## config.mk

```make
export PLATFORM = sky130hd
export DESIGN_NAME = uart_rx_fifo
export DESIGN_NICKNAME = d
export VERILOG_FILES = /design/src/rtl/uart_rx_fifo.sv
export SDC_FILE = /design/constraint.sdc
export NUM_CORES = 1
export LEC_CHECK = 0
export CORE_UTILIZATION = 50
export CTS_CLUSTER_DIAMETER = 60
export DETAILED_ROUTE_END_ITERATION = 7
export GPL_ROUTABILITY_DRIVEN = 0
export PLACE_DENSITY = 0.67
export SLEW_MARGIN = 30
export SYNTH_ARGS = -nofsm -noshare
export SYNTH_HDL_FRONTEND = slang
export SYNTH_SLANG_ARGS = --single-unit
```

## constraint.sdc

```tcl
create_clock -name clk -period 3.21 [get_ports clk]
set_input_delay 0.321 -clock clk [delete_from_list [all_inputs] [get_ports clk]]
set_output_delay 0.321 -clock clk [all_outputs]
set_load 0.05 [all_outputs]
```

## src/rtl/uart_rx_fifo.sv

```systemverilog
`default_nettype none
// ============================================================================
//  Module   : uart_rx_fifo
//  Purpose  : 8N1 UART receiver (16x oversampling, mid-bit sampling) feeding
//             a DEPTH-entry byte FIFO with registered status flags.
//  Ports    : clk       - system clock, all logic on its rising edge
//             reset     - asynchronous, active-high reset
//             rx        - asynchronous serial line, idles high, LSB first
//             rd_en     - pop request from the consumer
//             data_out  - byte popped by the last accepted rd_en
//             rd_valid  - one-cycle pulse, data_out newly updated
//             empty     - FIFO holds zero bytes
//             full      - FIFO holds DEPTH bytes
//             count     - number of bytes held
//             frame_err - one-cycle pulse, stop bit sampled low
//             overrun   - one-cycle pulse, byte dropped because FIFO full
//  Revision : 1.0 - initial release
// ============================================================================
module uart_rx_fifo #(
    parameter int CLK_FREQ = 50000000,
    parameter int BAUD     = 9600,
    parameter int DEPTH    = 16
) (
    input  logic                     clk,
    input  logic                     reset,
    input  logic                     rx,
    input  logic                     rd_en,
    output logic [7:0]               data_out,
    output logic                     rd_valid,
    output logic                     empty,
    output logic                     full,
    output logic [$clog2(DEPTH):0]   count,
    output logic                     frame_err,
    output logic                     overrun
);

    localparam int c_DIV = CLK_FREQ / (BAUD * 16);
    localparam int c_TW  = (c_DIV > 1) ? $clog2(c_DIV) : 1;
    localparam int c_AW  = $clog2(DEPTH);
    localparam logic [c_TW-1:0] c_TICK_LAST = c_TW'(c_DIV - 1);

    localparam logic [1:0] c_IDLE  = 2'd0;
    localparam logic [1:0] c_START = 2'd1;
    localparam logic [1:0] c_DATA  = 2'd2;
    localparam logic [1:0] c_STOP  = 2'd3;

    // ------------------------------------------------------------------ receiver
    logic            r_rx_meta, r_rx_sync;
    logic [1:0]      r_primed;
    logic            r_armed;
    logic [1:0]      r_state, w_state_nxt;
    logic [c_TW-1:0] r_tick_cnt;
    logic [3:0]      r_sub;
    logic [2:0]      r_bit_idx;
    logic [7:0]      r_shift;
    logic            w_tick, w_shift_en, w_push, w_ferr;

    always_comb begin
        w_tick      = (r_state != c_IDLE) && (r_tick_cnt == c_TICK_LAST);
        w_state_nxt = r_state;
        w_shift_en  = 1'b0;
        w_push      = 1'b0;
        w_ferr      = 1'b0;
        case (r_state)
            c_IDLE: begin
                // Armed only after the line was genuinely seen high in IDLE,
                // so a line held low (break, or low out of reset) never starts a frame.
                if (r_armed && !r_rx_sync) w_state_nxt = c_START;
            end
            c_START: begin
                if (w_tick && r_sub == 4'd7) w_state_nxt = r_rx_sync ? c_IDLE : c_DATA;
            end
            c_DATA: begin
                if (w_tick && r_sub == 4'd15) begin
                    w_shift_en = 1'b1;
                    if (r_bit_idx == 3'd7) w_state_nxt = c_STOP;
                end
            end
            c_STOP: begin
                if (w_tick && r_sub == 4'd15) begin
                    w_state_nxt = c_IDLE;
                    if (r_rx_sync) w_push = 1'b1;
                    else           w_ferr = 1'b1;
                end
            end
            default: w_state_nxt = c_IDLE;
        endcase
    end

    always_ff @(posedge clk or posedge reset) begin
        if (reset) begin
            r_rx_meta  <= 1'b1;
            r_rx_sync  <= 1'b1;
            r_primed   <= 2'b00;
            r_armed    <= 1'b0;
            r_state    <= c_IDLE;
            r_tick_cnt <= '0;
            r_sub      <= 4'd0;
            r_bit_idx  <= 3'd0;
            r_shift    <= 8'h00;
        end else begin
            r_rx_meta <= rx;
            r_rx_sync <= r_rx_meta;
            // r_primed[1] marks the synchronizer as holding a real line sample
            r_primed  <= {r_primed[0], 1'b1};
            r_armed   <= (r_state == c_IDLE) && r_rx_sync && r_primed[1];
            r_state   <= w_state_nxt;

            if (r_state == c_IDLE || w_tick) r_tick_cnt <= '0;
            else                             r_tick_cnt <= r_tick_cnt + 1'b1;

            // Oversample counter restarts on every state change
            if (w_state_nxt != r_state) r_sub <= 4'd0;
            else if (w_tick)            r_sub <= r_sub + 4'd1;

            if (r_state == c_START)  r_bit_idx <= 3'd0;
            else if (w_shift_en)     r_bit_idx <= r_bit_idx + 3'd1;

            if (w_shift_en) r_shift <= {r_rx_sync, r_shift[7:1]};
        end
    end

    // ---------------------------------------------------------------------- fifo
    logic [7:0]      r_mem [DEPTH];
    logic [c_AW-1:0] r_wr_ptr, r_rd_ptr;
    logic [c_AW:0]   r_count, w_count_nxt;
    logic            r_empty, r_full;
    logic [7:0]      r_data_out;
    logic            r_rd_valid, r_frame_err, r_overrun;
    logic            w_pop, w_wr, w_ovr;

    // A pop in the same cycle frees a slot, so a push while full still lands.
    always_comb begin
        w_pop       = rd_en && !r_empty;
        w_wr        = w_push && (!r_full || w_pop);
        w_ovr       = w_push && r_full && !w_pop;
        w_count_nxt = r_count;
        if (w_wr && !w_pop)      w_count_nxt = r_count + 1'b1;
        else if (!w_wr && w_pop) w_count_nxt = r_count - 1'b1;
    end

    always_ff @(posedge clk) begin
        if (w_wr) r_mem[r_wr_ptr] <= r_shift;
    end

    always_ff @(posedge clk or posedge reset) begin
        if (reset) begin
            r_wr_ptr    <= '0;
            r_rd_ptr    <= '0;
            r_count     <= '0;
            r_empty     <= 1'b1;
            r_full      <= 1'b0;
            r_data_out  <= 8'h00;
            r_rd_valid  <= 1'b0;
            r_frame_err <= 1'b0;
            r_overrun   <= 1'b0;
        end else begin
            if (w_wr)  r_wr_ptr <= r_wr_ptr + 1'b1;
            if (w_pop) begin
                r_rd_ptr   <= r_rd_ptr + 1'b1;
                r_data_out <= r_mem[r_rd_ptr];
            end
            r_count     <= w_count_nxt;
            r_empty     <= (w_count_nxt == '0);
            r_full      <= (w_count_nxt == (c_AW+1)'(DEPTH));
            r_rd_valid  <= w_pop;
            r_frame_err <= w_ferr;
            r_overrun   <= w_ovr;
        end
    end

    assign data_out  = r_data_out;
    assign rd_valid  = r_rd_valid;
    assign empty     = r_empty;
    assign full      = r_full;
    assign count     = r_count;
    assign frame_err = r_frame_err;
    assign overrun   = r_overrun;

endmodule
`default_nettype wire
```

== Yosys cells after proc, flatten, opt, wreduce, memory -nomap -nowiden ==
Memories as Yosys holds them, arrays and structs flattened. A register that Yosys moved wholly into a read port is not among the register bits.
Cells that the tools add are included.
Storage, ports and cells
  bits of input ports: 4
  word-level logic and storage cells: 82
  output and inout bits: 18
  bits in writable memories: 128
  flip-flop bits (word level): 49
  memories: 1
Memories
  r_mem: depth 16, width 8, read ports 1, clocked after memory_dff 1, wr ports 1, RTL line 124  | logic [7:0] r_mem [DEPTH];
Operators by class
  equality and inequality tests: 9
  add/sub/neg operators: 7
  multiplexer cells: 24
  reduce and logical (&&, ||, !) cells: 24
Operators with widths (count)
  $add A4 B1 Y4 const B: 3
  $logic_and A1 B1 Y1: 12
  $mux W2: 6
  $mux W1: 10
  $mux W5: 2
  $add A9 B1 Y9 const B: 1
  $eq A9 B9 Y1 const B: 1
  $mux W9: 1
  $mux W4: 2
  $pmux W2 S4: 1
  $mux W3: 2
  $reduce_bool A2 Y1: 3
  $add A5 B1 Y5 const B: 1
  $eq A5 B5 Y1 const B: 1
  $logic_not A1 Y1: 5
  $logic_not A5 Y1: 1
  $sub A5 B1 Y5 const B: 1
  $eq A2 B2 Y1 const B: 2
  $eq A4 B3 Y1 const B: 1
  $eq A4 B4 Y1 const B: 1
  $add A3 B1 Y3 const B: 1
  $eq A3 B3 Y1 const B: 1
  $eq A2 B1 Y1 const B: 1
  $logic_not A2 Y1: 1
  2 further kinds: 3

== Depth between registers and ports, before layout ==
  word-level depth: 11
  mapped depth: 8
  depth with buffers taken out: 7

== Worst setup path before layout ==
No wires, ideal clock.
  path type: reg2reg
  start point: register r_tick_cnt[0]
  end point: memory r_mem[7][0], enable pin
  buffers on the path: 1
  arrival time: 2043 ps
  cell stages (with the launch flop): 9
  data required time: 2878 ps
  clock period less this slack: 2375 ps
  path slack: 835 ps
  path through: dfrtp_1 inv_1 ha_1 nand4bb_4 nor4_4 a21boi_1 buf_2 and3b_1 and2_1
On the way
  word-level cells in the longest chain between the ends: 8
RTL lines
  start, declared: RTL line 52  | logic [c_TW-1:0] r_tick_cnt;
  start signal, assigned: RTL line 110  | else r_tick_cnt <= r_tick_cnt + 1'b1;
  $eq A9 B9 Y1: RTL line 59  | w_tick = (r_state != c_IDLE) && (r_tick_cnt == c_TICK_LAST);
  $logic_and A1 B1 Y1: RTL line 59
  $logic_and A1 B1 Y1: RTL line 80  | if (w_tick && r_sub == 4'd15) begin
  $mux W1: RTL line 80
  $mux W1: RTL line 64  | case (r_state)
  $logic_and A1 B1 Y1: RTL line 135  | w_wr = w_push && (!r_full || w_pop);
  $mux W1: RTL line 143  | if (w_wr) r_mem[r_wr_ptr] <= r_shift;
  $mux W1 (not written as such): RTL line 143
  end, declared: RTL line 124
No other way between the ends.

== Worst setup path after layout ==
  start point: register r_tick_cnt[0]
  end point: memory r_mem[1][0], enable pin
Same word-level chain as after synthesis.

==> reports/results.txt <==
vias in the first global route = 3926
final hold violation count = 0
Clock Latency Late Sink = 430 ps
# fillers = 1087
layout cells sized above 1 = 20.29%
Worst-Margin Slew = 872.5 ps
Tot GR Track Use = 19.51%
IR drop worst, VDD = 0.0004566 V
area of the multi-input gates = 0.002248 mm2
syn_area_per_cell = 17.06 um2
overall die height = 125.9 um
Synthesized Nets = 466
sinks on the clock net = 185
fin crit share = 86.28%
CP Launch Type = flop
CP Capture Type = flop
DRT iter0 DRCs = 260
RSZ-0062 raised after global routing = false
Peak Freq = 361.1 MHz
core footprint = 0.01475 mm2
drt first pass iters = 5
Crit Path Category = flop to flop
number of synthesized flops with an enable pin = 128
P&R area growth vs syn = 12.98%
Routed wire per std cell = 20.72 um
Final setup viols = 0
ys async rst share = 30.81%
CTS tree = done
Resized Gates After CTS = 0
count of cell types in the netlist = 50
GR peak layer = met2
pin count of the biggest net entering global routing = 36
Clock Power Share = 35.0%
first-pass GRT wire length = 22.64 mm
Hold Crit Class = input port to asynchronous set/reset pin
Routed Antenna Nets = 0
Lkg Pwr = 3.503 nW
I/O pin count = 22
Rel. slew slack = 41.83%
Util after Layout = 58.77%
setup_tns = 0 ps
GR Util met3 = 4.163%
WP data arrival = 2860 ps
Tmin final = 2770 ps
num rows = 44
Final Skew = 6.213 ps
global-route track usage on met2 = 31.52%
Critical Path RT = 3300 ps
synth warn = 0
P per Cell Area = 681.2 mW/mm2
ys flop type = edfxtp_1
Sw Share = 28.20%
Seq pwr share = 48.1%
Die X = 125.9 um
routed vias = 3846
PortBufs = 21
Switch Pwr = 1.665 mW
starting density of the core = 52.02%
Comb pwr share = 16.9%
GR met1 Demand/Resource = 25.70%
# diodes = 0
Critical Path Fanout Max = 8
Nets = 491
initial antenna violation count = 0
Remaining Overflow, GRT = 0
CTS clk-pin slew, worst paths = 60 ps
Gate Count Post-Synth = 450
Max-Cap Viols = 0
cell internal pwr = 4.241 mW
status = finished, final reports clean
die area = 0.01585 mm2
R2R setup slack = 440 ps
DRC viols = 0
Netlist Area Pre-Place = 0.007675 mm2
post-synthesis sequential area ratio = 68.72%
# Post-CTS Setup Buffers = 0
Slew Limit Fails = 0
Yosys reg bits = 185
post-DP HPWL = 9.460 mm
# hold bufs at CTS = 0
total wire length = 13.93 mm
Num CTS Buffers = 17
FF/Latch Area = 0.005275 mm2
hold slack = 244.7 ps
CTS root buffer = clkbuf_16
DR vias/cell = 5.723
H-tree depth = 4
Max Root-Sink Buffers = 2
==> kinds of logic (layout without fill, tap and decap cells) <==
group / count (synthesis) / in the layout / share of synthesized area, %
buffers and inverters: 35 / 73 / 1.989
AO/OA/AOI/OAI: 34 / 34 / 3.146
adder cells (fa/ha/maj): 12 / 12 / 1.956
multiplexers: 62 / 62 / 13.56
AND/OR/NAND/NOR: 101 / 101 / 8.200
other: 1 / 1 / 0.04886
flip-flops: 185 / 185 / 68.72
XOR/XNOR: 20 / 20 / 2.380
==> placed cells by master, fill, tap and decap left out, types with 6 or more instances in the layout <==
cell type        synthesis  routed
a221o_1                  8       8
inv_1                   12      11
mux2_2                  16      16
nand2_1                 13      13
nor2_1                  20      20
xnor2_1                 14      14
buf_4                    1       7
clkbuf_16                0      17
ha_1                    12      12
dfrtp_1                 54      53
nand3_1                  9       9
nor3_1                  12      12
o21ai_0                  9       9
mux4_2                  32      32
inv_6                    0       6
mux2i_1                 14      14
and2_1                  15      15
edfxtp_1               128     128
clkdlybuf4s50_1          0      21
==> stage by stage <==
stage	std cells	power [mW]	area (um2)	setup slack, ps
2_1_floorplan	450	3.658	7675	835.1
4_1_cts	672	5.969	8671	396.3
6_report	672	5.907	8671	440.3
3_3_place_gp	640	3.898	8082	562.0
3_5_place_dp	640	3.913	8082	405.7
5_1_grt	672	6.144	8671	264.4
==> worst paths after layout <==
path	depth (start not counted)	startpoint	to
min	2	reset	count[2]
min reg2reg	0	r_primed[0]	r_primed[1]
min in group clk	1	rx	r_rx_meta
max reg2reg	7	r_tick_cnt[0]	r_mem[1][0]
max in group asynchronous	3	reset	r_shift[4]
max	7	r_tick_cnt[0]	r_mem[1][0]
==> synth_stat cells, types with 2 or more instances <==
library cell  instances  area [um2]
nor2_1               20       75.07
a22oi_1               2       15.01
mux2_2               16       180.2
and2_1               15       93.84
nand4_1               3       18.77
nand3_1               9       45.04
or3_1                 2       12.51
inv_1                12       45.04
nand3b_1              2       15.01
nor4_4                2       42.54
and3_1                5       31.28
clkbuf_1             11       41.29
xor2_1                5       43.79
nor3_1               12       60.06
ha_1                 12       150.1
nor4_1                2       12.51
a21oi_1               5       25.02
nand4bb_4             2       55.05
xnor2_1              14       122.6
buf_2                 8       40.04
mux2i_1              14       140.1
and3b_1               2       17.52
nand2b_1              3       18.77
a221o_1               8       80.08
o22ai_1               2       12.51
buf_1                 2       7.510
nand2_1              13       48.80
o21ai_0               9       45.04
dfrtp_1              54        1351
dfstp_2               3       78.83
mux4_2               32       720.7
and4_1                4       35.03
edfxtp_1            128        3844
==> cell type report <==
type	count	area share, %
flip-flops and latches	185	60.84
clock inverters	15	1.890
multi-input cells	230	25.93
clock buffers	17	4.906
repair buffers	29	3.261
inverters	12	0.5195
well taps	184	2.655
==> critical path, stage by stage, from the launching register on <==
cell	delay, ps
dfrtp_1	410
inv_1	90
ha_1	190
nand4bb_4	180
nor4_4	330
a21boi_1	360
nor3b_1	440
and2_1	430
==> power groups by stage <==
stage | clock network [mW] | logic, mW | registers [mW]
after global routing | 2.19 | 1.08 | 2.87
after CTS | 2.11 | 1.02 | 2.84
after detailed placement | 0 | 1.02 | 2.89
after global placement | 0 | 1.01 | 2.89
after floorplan | 0 | 0.753 | 2.90
final | 2.07 | 0.999 | 2.84
==> sequential cells by signal, indices dropped and copies added (netlist names) <==
register and cells:
data_out 8, r_state 2, r_rx_meta 1, r_wr_ptr 4
r_bit_idx 3, r_tick_cnt 9, r_sub 4, empty 1
count 5, full 1, r_rx_sync 1, r_mem 128
r_shift 8, r_armed 1, r_primed 2, frame_err 1
r_rd_ptr 4, rd_valid 1, overrun 1
==> metal layers <==
metal	vias up	part of all wire (%)
met4	0	2.2
li1	1788	-
met1	1942	44
met2	96	49
met3	20	4.4
met5	-	0
Note: power is estimated with default switching activity, not from simulation.
